--- src/rtl/core_launcher.sv ---
// core_launcher: host-side run controller for the 9-bit-ISA core.
// Streams a payload into data memory, releases the core from reset,
// waits for core_done (with a timeout), then streams a fixed result
// window back out. The launcher owns the memory port except in RUN.
module core_launcher #(
  parameter logic [7:0]  RES_BASE = 8'd64,
  parameter int          RES_LEN  = 8,
  parameter logic [15:0] TIMEOUT  = 16'hFFFF
) (
  input  logic        clk,
  input  logic        reset,
  input  logic        start,
  input  logic [7:0]  load_len,
  input  logic [7:0]  in_data,
  input  logic        in_valid,
  output logic        in_ready,
  output logic [7:0]  out_data,
  output logic        out_valid,
  input  logic        out_ready,
  output logic        mem_own,
  output logic        mem_wr_en,
  output logic [7:0]  mem_addr,
  output logic [7:0]  mem_wr_data,
  input  logic [7:0]  mem_rd_data,
  output logic        core_reset,
  output logic        core_req,
  input  logic        core_done,
  output logic        busy,
  output logic        error,
  output logic        fin,
  output logic [15:0] cycles
);

  localparam logic [2:0] S_IDLE   = 3'd0;
  localparam logic [2:0] S_LOAD   = 3'd1;
  localparam logic [2:0] S_LAUNCH = 3'd2;
  localparam logic [2:0] S_RUN    = 3'd3;
  localparam logic [2:0] S_DRAIN  = 3'd4;

  // Window length needs 9 bits so a full 256-byte window is representable.
  localparam logic [8:0]  RES_LEN_C  = 9'(RES_LEN);
  localparam logic [15:0] TIMEOUT_M1 = TIMEOUT - 16'd1;

  logic [2:0]  state_reg, state_next;
  logic [7:0]  addr_reg, addr_next;
  logic [8:0]  cnt_reg, cnt_next;
  logic [15:0] cycles_reg, cycles_next;
  logic        error_reg, error_next;

  logic in_hs;
  logic out_hs;
  logic last_cnt;

  assign in_hs    = (state_reg == S_LOAD) && in_valid;
  assign out_hs   = (state_reg == S_DRAIN) && out_ready;
  assign last_cnt = (cnt_reg == 9'd1);

  // Next-state and datapath updates for the run sequence.
  always_comb begin
    state_next  = state_reg;
    addr_next   = addr_reg;
    cnt_next    = cnt_reg;
    cycles_next = cycles_reg;
    error_next  = error_reg;
    case (state_reg)
      S_IDLE: begin
        if (start) begin
          cnt_next    = {1'b0, load_len};
          addr_next   = 8'd0;
          cycles_next = 16'd0;
          error_next  = 1'b0;
          state_next  = (load_len != 8'd0) ? S_LOAD : S_LAUNCH;
        end
      end
      S_LOAD: begin
        if (in_hs) begin
          addr_next = addr_reg + 8'd1;
          cnt_next  = cnt_reg - 9'd1;
          if (last_cnt) state_next = S_LAUNCH;
        end
      end
      S_LAUNCH: begin
        state_next = S_RUN;
      end
      S_RUN: begin
        if (core_done) begin
          addr_next  = RES_BASE;
          cnt_next   = RES_LEN_C;
          state_next = S_DRAIN;
        end else if (cycles_reg == TIMEOUT_M1) begin
          // Saturate at TIMEOUT so the host sees exactly how long it ran.
          cycles_next = TIMEOUT;
          error_next  = 1'b1;
          state_next  = S_IDLE;
        end else begin
          cycles_next = cycles_reg + 16'd1;
        end
      end
      S_DRAIN: begin
        // addr only moves on a handshake, which keeps out_data stable
        // while the host stalls.
        if (out_hs) begin
          addr_next = addr_reg + 8'd1;
          cnt_next  = cnt_reg - 9'd1;
          if (last_cnt) state_next = S_IDLE;
        end
      end
      default: begin
        state_next = S_IDLE;
      end
    endcase
  end

  // State and datapath registers with asynchronous active-low reset.
  always_ff @(posedge clk or negedge reset) begin
    if (!reset) begin
      state_reg  <= S_IDLE;
      addr_reg   <= 8'd0;
      cnt_reg    <= 9'd0;
      cycles_reg <= 16'd0;
      error_reg  <= 1'b0;
    end else begin
      state_reg  <= state_next;
      addr_reg   <= addr_next;
      cnt_reg    <= cnt_next;
      cycles_reg <= cycles_next;
      error_reg  <= error_next;
    end
  end

  // Outputs decoded from state; only write strobe and fin see handshakes.
  assign in_ready    = (state_reg == S_LOAD);
  assign out_valid   = (state_reg == S_DRAIN);
  assign mem_own     = (state_reg != S_RUN);
  assign core_reset  = (state_reg != S_RUN);
  assign core_req    = (state_reg == S_RUN);
  assign busy        = (state_reg != S_IDLE);
  assign mem_wr_en   = in_hs;
  assign mem_wr_data = in_data;
  assign mem_addr    = addr_reg;
  assign out_data    = mem_rd_data;
  assign fin         = out_hs && last_cnt;
  assign error       = error_reg;
  assign cycles      = cycles_reg;

endmodule

--- config.mk ---
export PLATFORM = sky130hd
export DESIGN_NAME = core_launcher
export DESIGN_NICKNAME = d
export VERILOG_FILES = /design/src/rtl/core_launcher.sv
export SDC_FILE = /design/constraint.sdc
export NUM_CORES = 1
export LEC_CHECK = 0
export CAP_MARGIN = 10
export CORE_ASPECT_RATIO = 1.2
export CORE_UTILIZATION = 47
export CTS_CLUSTER_DIAMETER = 30
export DETAILED_ROUTE_END_ITERATION = 10
export PLACE_DENSITY = 0.81
export SYNTH_ARGS = -nofsm -noshare
export SYNTH_HDL_FRONTEND = slang
export SYNTH_SLANG_ARGS = --single-unit
--- constraint.sdc ---
create_clock -name clk -period 2.3 [get_ports clk]
set_input_delay 0.575 -clock clk [delete_from_list [all_inputs] [get_ports clk]]
set_output_delay 0.575 -clock clk [all_outputs]
set_load 0.02 [all_outputs]
==> metrics.md <==
| Metric | Value |
|---|---|
| Final standard cell count with taps included and fillers excluded | `408` |
| Global-route wire length before repair | `11,600 um` |
| Transition time of the tightest slew-check pin | `827 ps` |
| Layout cells sized above 1 | `15.6%` |
| Clock slew at reported path FFs | `80 ps` |
| Largest register FFs | `16` |
| Number of warnings printed during yosys synthesis | `0` |
| Die H | `83.2 um` |
| Final wirelength | `6830 um` |
| Most common library cell in the layout ignoring fill and taps | `clkdlybuf4s50_1` |
| Post-synth net total | `333` |
| Number of buffers inserted during clock tree synthesis | `5` |
| CTS tree | `done` |
| Clock insertion delay at the later pin of the skew report | `300 ps` |
| Ant. Diodes | `0` |
| Number of hold-slack violations in the final timing report | `0` |
| Power per unit of standard cell area | `1130 nW/um^2` |
| Post-DR vias/cell | `6.32` |
| Capturing element type of the critical path | `primary output` |
| Leakage Power | `1.35 nW` |
| Final period util | `96.7%` |
| Vias in the first global route | `2,533` |
| Switching Share | `41.8%` |
| Leading cell types in the layout, fill and taps excluded | `38 x clkdlybuf4s50_1, 36 x dfrtp_1, 28 x o21ai_0, 26 x buf_4, 18 x nand2_1` |
| Critical path start-end classification | `flip-flop to primary output` |
| Sequential power share | `26.9%` |
| Average wire per cell in the routed design | `16.7 um` |
| Clock Skew | `9.94 ps` |
| Number of enable flip-flop cells after synthesis | `0` |
| Max Fanout on Critical Path | `9` |
| Instance count after placement with tap cells included | `400` |
| Setup-failing EPs final | `0` |
| Port-buffer cells | `46` |
| Clock power frac | `16.4%` |
| Worst-path cell with the longest stage delay | `clkdlybuf4s50_1` |
| Average instance area after synthesis | `8.67 um^2` |
| Worst rel slew slack | `44.6%` |
| Fraction of registers with async set or reset after synthesis | `100%` |
| Clock tree buffer depth | `2` |
| Number of H-tree branching levels | `2` |
| Ordered list of cells on the worst path | `inv_1, buf_4, nand2_1, clkdlybuf4s50_1` |
| Count of routing violations after the opening detailed-route iteration | `273` |
| Status | `complete, no violations` |
| Minimum clock period after layout | `2220 ps` |
| Total Die Area | `5800 um^2` |
| Effective utilization at floorplan | `48.7%` |
| Internal | `2.13 mW` |
| Most frequently used flop master after synthesis | `dfrtp_1` |
| I/O pin count | `79` |
| Classification of the worst-slack hold path | `primary input to async pin` |
| Overall track demand over capacity in global routing | `24.5%` |
| Worst endpoint required time | `1730 ps` |
| FP Rows | `29` |
| Sort of element at the start of the critical path | `flip-flop` |
| Post-synthesis instance area | `2580 um^2` |
| DRC violation count after routing | `0` |
| Cell chosen for the clock root | `clkbuf_8` |
| Antenna Violating Nets Remaining | `0` |
| Antenna violations before repair | `0` |
| Maximum number of pins on one net before global-route repair | `20` |
| Max Slew Vio Count | `0` |
| DP Wirelength | `4950 um` |
| Total iterations of the first detailed-routing run | `5` |
| Largest stage delay on the critical path | `600 ps` |
| Final Worst Setup Slack | `75.7 ps` |
| Post-CTS setup buffer count | `0` |
| Max Cap Violations | `0` |
| Highest clock frequency the design can meet | `0.450 GHz` |
| Worst-case vdd ir drop | `628 uV` |
| Critical path arrival | `1650 ps` |
| Die outline width | `69.7 um` |
| Power share of the combinational group | `56.7%` |
| Net switching power | `1.53 mW` |
| Core Box Area | `5300 um^2` |
| Clock sink total | `37` |
| Pre-CTS setup slack | `-52.5 ps` |
| Area delta synth->final | `25.8%` |
| Synth Register Bits | `37` |
| RD Place Congestion | `0.876` |
| Total number of vias | `2,580` |
| Fillcell total | `446` |
| Overflow left after global routing | `0` |
| Syn Inst Count | `298` |
| Number of nets in the final layout | `380` |
| Unrepaired setup endpoints after global routing | `false` |
| Number of hold buffers added after CTS | `0` |
| Yosys cell types | `50` |
| Sequential-to-total area share from yosys stat | `35.9%` |
==> stage by stage <==
step                total power [mW]  utilization, %  setup TNS [ps]  area [um^2]  hold WS (ps)
floorplan                       2.38               -               0         2580           279
global placement                3.00            59.0           -64.9         3120           492
detailed placement              3.06            59.0           -93.7         3120           488
CTS                             3.65            61.1               0         3240           199
global route                    3.92            61.3               0         3250           208
finish                          3.66            61.3               0         3250           193
==> worst max-delay path, delay by kind of cell (launching register included) <==
family                 cells  cell delay, ps
flip-flops                 1             450
buffers and inverters      3             840
AND/OR/NAND/NOR            1              70
==> cells by family after synthesis <==
| group | share of synthesized area (%) |
|---|---|
| simple gates | 22.9 |
| compound gates | 26.2 |
| buf+inv | 10.7 |
| flops | 35.9 |
| fa+ha+maj | 2.42 |
| mux | 1.31 |
| xor+xnor | 0.630 |
==> synth_stat cells, drive strengths merged, types with 2 or more instances <==
master | count | area, um^2
nor3 | 12 | 70.1
nand4 | 8 | 50.1
nand2 | 19 | 73.8
nand3 | 12 | 60.1
a32oi | 2 | 17.5
a21oi | 17 | 85.1
o22ai | 5 | 31.3
o311a | 2 | 20.0
a2bb2oi | 4 | 35.0
o32a | 4 | 40.0
buf | 28 | 205
nor4 | 6 | 37.5
o21ai | 30 | 150
dfrtp | 37 | 926
o211ai | 5 | 37.5
a21o | 2 | 15.0
a31oi | 4 | 25.0
o31a | 4 | 35.0
o31ai | 2 | 15.0
and2 | 5 | 31.3
inv | 13 | 48.8
and3 | 6 | 37.5
a211o | 6 | 52.6
and4 | 2 | 17.5
nand3b | 2 | 15.0
a211oi | 5 | 37.5
nor2 | 13 | 48.8
clkbuf | 6 | 22.5
nor3b | 3 | 22.5
mux2 | 3 | 33.8
and3b | 2 | 17.5
or4 | 5 | 37.5
ha | 5 | 62.6
a22o | 7 | 61.3
or2 | 4 | 30.0
==> power by group through the flow <==
| stage | Combinational, mW | Clock (mW) | Sequential [mW] |
|---|---|---|---|
| after global routing | 2.27 | 0.644 | 1.01 |
| after global placement | 2.02 | 0 | 0.978 |
| after floorplan | 1.37 | 0 | 1.01 |
| after detailed placement | 2.07 | 0 | 0.983 |
| final | 2.08 | 0.599 | 0.984 |
| after CTS | 2.06 | 0.612 | 0.972 |
==> worst paths after layout <==
check	start	to	slack, ps	depth (start not counted)
max	state_reg[2]	busy	80	4
max reg2reg	state_reg[1]	cnt_reg[7]	190	7
min	reset	cnt_reg[8]	190	1
min reg2reg	cnt_reg[6]	cnt_reg[6]	530	2
max in group asynchronous	reset	cycles[5]	1550	2
min in group clk	cnt_reg[6]	cnt_reg[6]	530	2
==> metal layers <==
metal | wire [um] | GRT usage, %
met5 | 0 | 0
met4 | 136 | 9.82
met3 | 589 | 6.07
met2 | 3360 | 41.0
met1 | 2740 | 30.0
==> layout make-up <==
cell class | count | area, um^2 | area share [%]
Clock buffer | 6 | 82.6 | 2.54
Clock inverter | 2 | 37.5 | 1.16
Inverter | 13 | 48.8 | 1.50
Multi-Input combinational cell | 214 | 1390 | 42.9
Sequential cell | 37 | 927 | 28.5
Tap cell | 62 | 77.6 | 2.39
Timing Repair Buffer | 74 | 682 | 21.0
==> timing repair <==
item                                   CTS  global route
endpoints found under the hold margin    0             0
gates resized for setup                  7             6
pin swaps                                0             0
setup endpoints to repair                6             4
(Power assumes the default switching activity.)
